===== src/rtl/fifo_rr_arbiter.sv =====
// Frame-aware round-robin arbiter draining NUM_PORTS first-word-fall-through FIFOs into one stream.
// Define FIFO_ARB_WATCHDOG_EN to compile in the starvation watchdog that abandons a stalled grant.
module fifo_rr_arbiter #(
   parameter int  NUM_PORTS      = 4,
   parameter int  DATA_WIDTH     = 9,
   parameter int  TIMEOUT_CYCLES = 256,
   localparam int PW             = ($clog2(NUM_PORTS) > 0) ? $clog2(NUM_PORTS) : 1
) (
   input  logic                            clk,
   input  logic                            rst_n,
   output logic [NUM_PORTS-1:0]            r_en,
   input  logic [NUM_PORTS*DATA_WIDTH-1:0] r_data,
   input  logic [NUM_PORTS-1:0]            r_empty,
   output logic                            out_valid,
   input  logic                            out_ready,
   output logic [DATA_WIDTH-2:0]           out_data,
   output logic                            out_last,
   output logic [PW-1:0]                   out_port,
   output logic                            busy,
   output logic                            timeout_err
);

   if (NUM_PORTS < 2) begin : g_bad_ports
      $error("fifo_rr_arbiter: NUM_PORTS must be at least 2");
   end
   if (TIMEOUT_CYCLES < 1) begin : g_bad_timeout
      $error("fifo_rr_arbiter: TIMEOUT_CYCLES must be positive");
   end

   typedef enum logic {IDLE, XFER} state_t;

   state_t                state_q, state_d;
   logic [PW-1:0]         grant_q, grant_d;
   logic [PW-1:0]         last_q, last_d;
   logic [PW-1:0]         rr_sel, rr_idx;
   logic                  found;
   logic [DATA_WIDTH-1:0] gnt_word;
   logic                  gnt_empty;
   logic                  xfer;
   logic                  hs;
   logic                  tmo;

   assign xfer      = (state_q == XFER);
   assign gnt_empty = r_empty[grant_q];
   assign out_valid = xfer & ~gnt_empty;
   assign hs        = out_valid & out_ready;
   assign busy      = xfer;

   always_comb begin
      gnt_word = '0;
      for (int i = 0; i < NUM_PORTS; i++) begin
         if (grant_q == PW'(i)) gnt_word = r_data[i*DATA_WIDTH +: DATA_WIDTH];
      end
   end

   // Egress fields are zeroed outside a grant so idle cycles present a clean bus.
   assign out_data = xfer ? gnt_word[DATA_WIDTH-2:0] : '0;
   assign out_last = xfer & gnt_word[DATA_WIDTH-1];
   assign out_port = xfer ? grant_q : '0;

   always_comb begin
      r_en          = '0;
      r_en[grant_q] = hs;
   end

   always_comb begin
      rr_sel = last_q;
      rr_idx = '0;
      found  = 1'b0;
      for (int k = 1; k <= NUM_PORTS; k++) begin
         rr_idx = PW'((int'(last_q) + k) % NUM_PORTS);
         if (!found && !r_empty[rr_idx]) begin
            rr_sel = rr_idx;
            found  = 1'b1;
         end
      end
   end

`ifdef FIFO_ARB_WATCHDOG_EN
   localparam int CW = $clog2(TIMEOUT_CYCLES + 1);

   logic [CW-1:0] stall_q, stall_d;

   // Only starvation counts: backpressure cycles hold the count, handshakes clear it.
   always_comb begin
      stall_d = '0;
      tmo     = 1'b0;
      if (xfer && !hs) begin
         stall_d = stall_q;
         if (gnt_empty) begin
            if (stall_q == CW'(TIMEOUT_CYCLES - 1)) begin
               tmo     = 1'b1;
               stall_d = '0;
            end else begin
               stall_d = stall_q + 1'b1;
            end
         end
      end
   end

   always_ff @(posedge clk or negedge rst_n) begin
      if (!rst_n) stall_q <= '0;
      else        stall_q <= stall_d;
   end
`else
   assign tmo = 1'b0;
`endif

   assign timeout_err = tmo;

   always_comb begin
      state_d = state_q;
      grant_d = grant_q;
      last_d  = last_q;
      case (state_q)
         IDLE: begin
            if (found) begin
               grant_d = rr_sel;
               state_d = XFER;
            end
         end
         XFER: begin
            if (tmo || (hs && out_last)) begin
               last_d  = grant_q;
               state_d = IDLE;
            end
         end
         default: state_d = IDLE;
      endcase
   end

   always_ff @(posedge clk or negedge rst_n) begin
      if (!rst_n) begin
         state_q <= IDLE;
         grant_q <= '0;
         last_q  <= PW'(NUM_PORTS - 1);
      end else begin
         state_q <= state_d;
         grant_q <= grant_d;
         last_q  <= last_d;
      end
   end

endmodule


===== config.mk =====
export PLATFORM = sky130hd
export DESIGN_NAME = fifo_rr_arbiter
export DESIGN_NICKNAME = d
export VERILOG_FILES = /design/src/rtl/fifo_rr_arbiter.sv
export SDC_FILE = /design/constraint.sdc
export NUM_CORES = 1
export LEC_CHECK = 0
export ABC_AREA = 1
export CORE_MARGIN = 3
export CORE_UTILIZATION = 37
export DETAILED_ROUTE_END_ITERATION = 12
export GPL_ROUTABILITY_DRIVEN = 0
export HOLD_SLACK_MARGIN = 0.03
export PLACE_DENSITY = 0.86
export SLEW_MARGIN = 15
export SYNTH_ARGS = -nofsm -noshare
export SYNTH_HDL_FRONTEND = slang
export SYNTH_SLANG_ARGS = --single-unit

===== constraint.sdc =====
create_clock -name clk -period 2.6 [get_ports clk]
set_input_delay 0.78 -clock clk [delete_from_list [all_inputs] [get_ports clk]]
set_output_delay 0.78 -clock clk [all_outputs]
set_load 0.01 [all_outputs]

### Word level (Yosys, flattened, before mapping)

Index checks and enable logic that the tools add are counted.

* register bits after elaboration: 5
* input port bits: 43
* output and inout port bits: 18
* word-level logic and storage cells: 64

* add/subtract/negate cells: 4
* $lt $le $gt $ge: 6
* equality and inequality tests: 3
* multiplexer cells: 29
* bitwise operators: 6
* reduce and logical (&&, ||, !) cells: 13

Operators by type and width (number)
* 2-to-1 mux 9 bit: 4
* < comparator 2 x 3 -> 1 bit (second input constant): 5
* 2-to-1 mux 1 bit: 12
* binary-select mux 1 bit (select 2 bit): 5
* 2-to-1 mux 2 bit: 5
* 2-to-1 mux 8 bit: 1
* logical AND 1 bit: 5
* logical NOT 1 bit: 5
* adder 2 x 1 -> 2 bit (second input constant): 2
* adder 2 bit (second input constant): 2
* bitwise AND 4 bit: 1
* == test 2 bit (second input constant): 2
* AND reduction 2 bit: 2
* bitwise AND 1 bit: 3
* demux 1 bit (select 2 bit): 1
* == test 2 x 1 -> 1 bit (second input constant): 1
* >= comparator 2 x 1 -> 1 bit (second input constant): 1
* logical NOT 2 bit: 1
* inverter 1 bit: 2
* case mux 1 bit (2 select lines): 1

### Depth between registers and ports, before layout

* word-level depth: 14
* mapped depth: 13
* mapped depth without buffers: 12

### Worst setup path before layout

Ideal clock, no wire load.

* path kind: input to output
* from: input r_empty[3]
* to: output r_en[0]
* arrival time: 1440 ps
* setup slack: 380 ps
* stages on the path: 5
* path buffers: 0
* cell sequence: inv_1 > o22ai_1 > nor3b_2 > inv_1 > nor2_1

* word-level cells in the longest chain between the ends: 6

RTL lines
* start, declared: line 13 `input logic [NUM_PORTS-1:0] r_empty,`
* binary-select mux 1 bit (select 2 bit): line 44 `assign gnt_empty = r_empty[grant_q];`
* 2-to-1 mux 1 bit (not written as such): line 44
* inverter 1 bit: line 45 `assign out_valid = xfer & ~gnt_empty;`
* bitwise AND 1 bit: line 45
* bitwise AND 1 bit: line 46 `assign hs = out_valid & out_ready;`
* bitwise AND 4 bit (no line)
* end, declared: line 11 `output logic [NUM_PORTS-1:0] r_en,`

Every way passes these cells. The select of a mux whose other input is x is not followed.

### Worst setup path after layout

* from: input r_data[9]
* to: output out_data[0]

* word-level cells in the longest chain between the ends: 4

RTL lines
* start, declared: line 12 `input logic [NUM_PORTS*DATA_WIDTH-1:0] r_data,`
* 2-to-1 mux 9 bit (3 in series): line 52 `if (grant_q == PW'(i)) gnt_word = r_data[i*DATA_WIDTH +: DATA_WIDTH];`
* 2-to-1 mux 8 bit: line 57 `assign out_data = xfer ? gnt_word[DATA_WIDTH-2:0] : '0;`
* end, declared: line 16 `output logic [DATA_WIDTH-2:0] out_data,`

Every way passes these cells.

==> flow_summary_export.csv <==
group,metric,value,unit
run_status,status,"complete, no violations",
synthesis,syn-cell-area,827,sq um
critical_path,path_cells,"clkdlybuf4s50_1 -> nand3_1 -> nand2_1 -> o21ai_0 -> a21oi_1 -> buf_2",
critical_path,crit_required,1.82,ns
grt,antenna_found_initial,0,
grt,grt_pass1_vias,1217,
critical_path,r2r_start,"last_q[0]",
die,start_util,40.5,%
critical_path,crit_start,"r_data[9]",
place,hpwl,2680,microns
drt,detailedRoute.firstIterationViolations,25,
critical_path,rrSetupSlack,0.95,ns
synthesis,postSynthCellCount,153,
sta,min_period,2.56,ns
place,postPlaceCellArea,1500,sq um
cts,htreeDepth,1,
synthesis,synthTopCellsByArea,"nand2_1 24%, nand3_1 9.7%, dfrtp_1 9.1%",
cts,cts_buffers,3,
grt,grt_pass1_wl,5280,microns
power_and_ir_drop,pwr_density_cell,969,nW/um^2
grt,grt_max_degree,15,
critical_path,reg2reg_depth,11,
min_path,hp-start,"last_q[1]",
place,post-place-cells,245,
cts,root_buffer,"clkbuf_4",
cts,cts_hold_buf,0,
cts,clk_pin_slew,0.04,ns
cells_and_area,final_nets,267,
die,die_width,53.3,microns
synthesis,synth.largest_area_cell,"nand2_1",
drt,wl_per_cell,13.5,microns
sta,min_period_over_period,98.4,%
synthesis,synth_nets,196,
die,die_area,2840,sq um
cells_and_area,layout_common_cells,"53 x nand2_1, 39 x clkdlybuf4s50_1, 16 x nand3_1",
drt,first_pass_iters,4,
critical_path,cp-start-kind,"input pin",
sta,hold_viol_final,0,
min_path,hp-class,"flop to flop",
cts,insertion_delay,0.26,ns
grt,track_usage,25.8,%
critical_path,critPathKind,"input pin to primary output",
drt,via_per_inst,5.05,
sta,clock-skew-final,0.00882,ns
die,coreArea,2040,sq um
die,num_rows,16,
die,chipHeight,53.3,microns
synthesis,ys_seq_area_share,15.4,%
critical_path,cp-endpoint,"out_data[0]",
sta,finalSetupViolCount,0,
sta,timing.fmax,391,MHz
cells_and_area,final_common_cell,"nand2_1",
critical_path,reg2reg_to,"grant_q[0]",
power_and_ir_drop,power.leakage,0.745,nW
cells_and_area,n_antenna_cell,0,
sta,grt_setup_unrepaired,"yes",
power_and_ir_drop,ir_drop,0.000733,V
critical_path,endpoint_kind,"primary output",
grt,overflow,0,
die,ios,61,
job,drv_cap,0,
drt,drc,0,
synthesis,yosysTopAreaCellShare,24.1,%
sta,final-max-slew-violation-count,0,
drt,num_vias,1263,
drt,ant_nets,0,
synthesis,syn_avg_cell_area,5.41,sq um
cells_and_area,final_area,1470,sq um
critical_path,crit_path_max_fanout,1,
drt,wl,3380,microns
cts,clockBufferDepth,2,
cells_and_area,layout.cells.non_filler,250,
critical_path,cp_data_arrival_time,1.78,ns
synthesis,yosysWarningCount,0,
place,portBuffers,59,
sta,whs,0.528,ns
synthesis,synth_seq_cells,5,
cells_and_area,syn2layout_area_growth,78.2,%
critical_path,crit_path_top_delay_cell,"clkdlybuf4s50_1",
critical_path,cpPeakStageDelay,0.49,ns
synthesis,ys_types,23,
cts,clock-sinks,5,
cts,cts_tree,"built",
cells_and_area,drive_above_1_share,24.7,%
-- through the flow --
step	power (mW)	TNS, ns	util, %	setup WS [ns]
2_1_floorplan	0.885	0	-	0.380
4_1_cts	1.44	0	72.7	0.00193
3_3_place_gp	1.37	-5.09	73.2	-0.531
3_5_place_dp	1.42	-5.46	73.2	-0.571
6_report	1.43	0	72.2	0.0410
5_1_grt	1.58	-0.195	72.2	-0.0560
-- power breakdown --
part           switching [mW]  total [mW]  internal (mW)  leakage (nW)
Clock                  0.0382      0.0966         0.0585        0.0150
Sequential             0.0600       0.180          0.120        0.0560
Combinational           0.668        1.15          0.483         0.674
Total                   0.767        1.43          0.661         0.745
-- cell type report --
cell class / instances / area (sq um)
sequential: 5 / 128
multi-input combinational: 125 / 601
fill: 186 / 568
timing repair buffer: 71 / 616
clock buffer: 4 / 26.3
tap: 27 / 33.8
inverter: 18 / 70.1
-- critical path, delay by kind of cell --
kind | cells | cell delay, ns
AOI/OAI and AO/OA | 2 | 0.20
and+or+nand+nor | 2 | 0.15
buffers and inverters | 2 | 0.64
-- logic make-up (layout without fill, tap and decap cells) --
kind of cell,Yosys count,count (layout),share of synthesized area (%)
buffers and inverters,23,93,13.2
AND/OR/NAND/NOR,92,92,48.9
flip-flops,5,5,15.4
other,1,1,0.453
AO/OA/AOI/OAI,32,32,22.1
-- metal layers --
layer  wire length [microns]  global-route usage [%]  up-vias
met3                     236                    6.76       12
met2                    1670                    42.7       49
met4                      95                    13.2        0
li1                        -                       -      633
met1                    1380                    30.0      569
met5                       0                       0        -
-- worst min-delay path by stage --
| stage | to | slack (ns) | depth (start not counted) |
|---|---|---|---|
| floorplan | busy | 0.48 | 0 |
| global placement | last_q[1] | 0.51 | 2 |
| detailed placement | last_q[1] | 0.52 | 2 |
| CTS | last_q[1] | 0.52 | 2 |
| global route | last_q[1] | 0.55 | 2 |
| finish | last_q[1] | 0.53 | 2 |
-- Yosys cell counts (all sizes together) --
master,number
o21ai,18
nand3,16
nand4,1
conb,1
o211ai,1
inv,18
nor3b,1
dfrtp,3
o221ai,2
nand2,62
dfstp,2
nor2,12
a21oi,10
o22ai,1
buf,5
-- registers in the layout, indices dropped and copies added, names as in the netlist --
signal,flops
busy,1
grant_q,2
last_q,2
-- timing repair --
action	in CTS	in global routing
resized for setup	58	8
buffers inserted	1	0
pin swaps	4	11
setup endpoints to repair	14	12
Power figures use the tool's default switching activity.
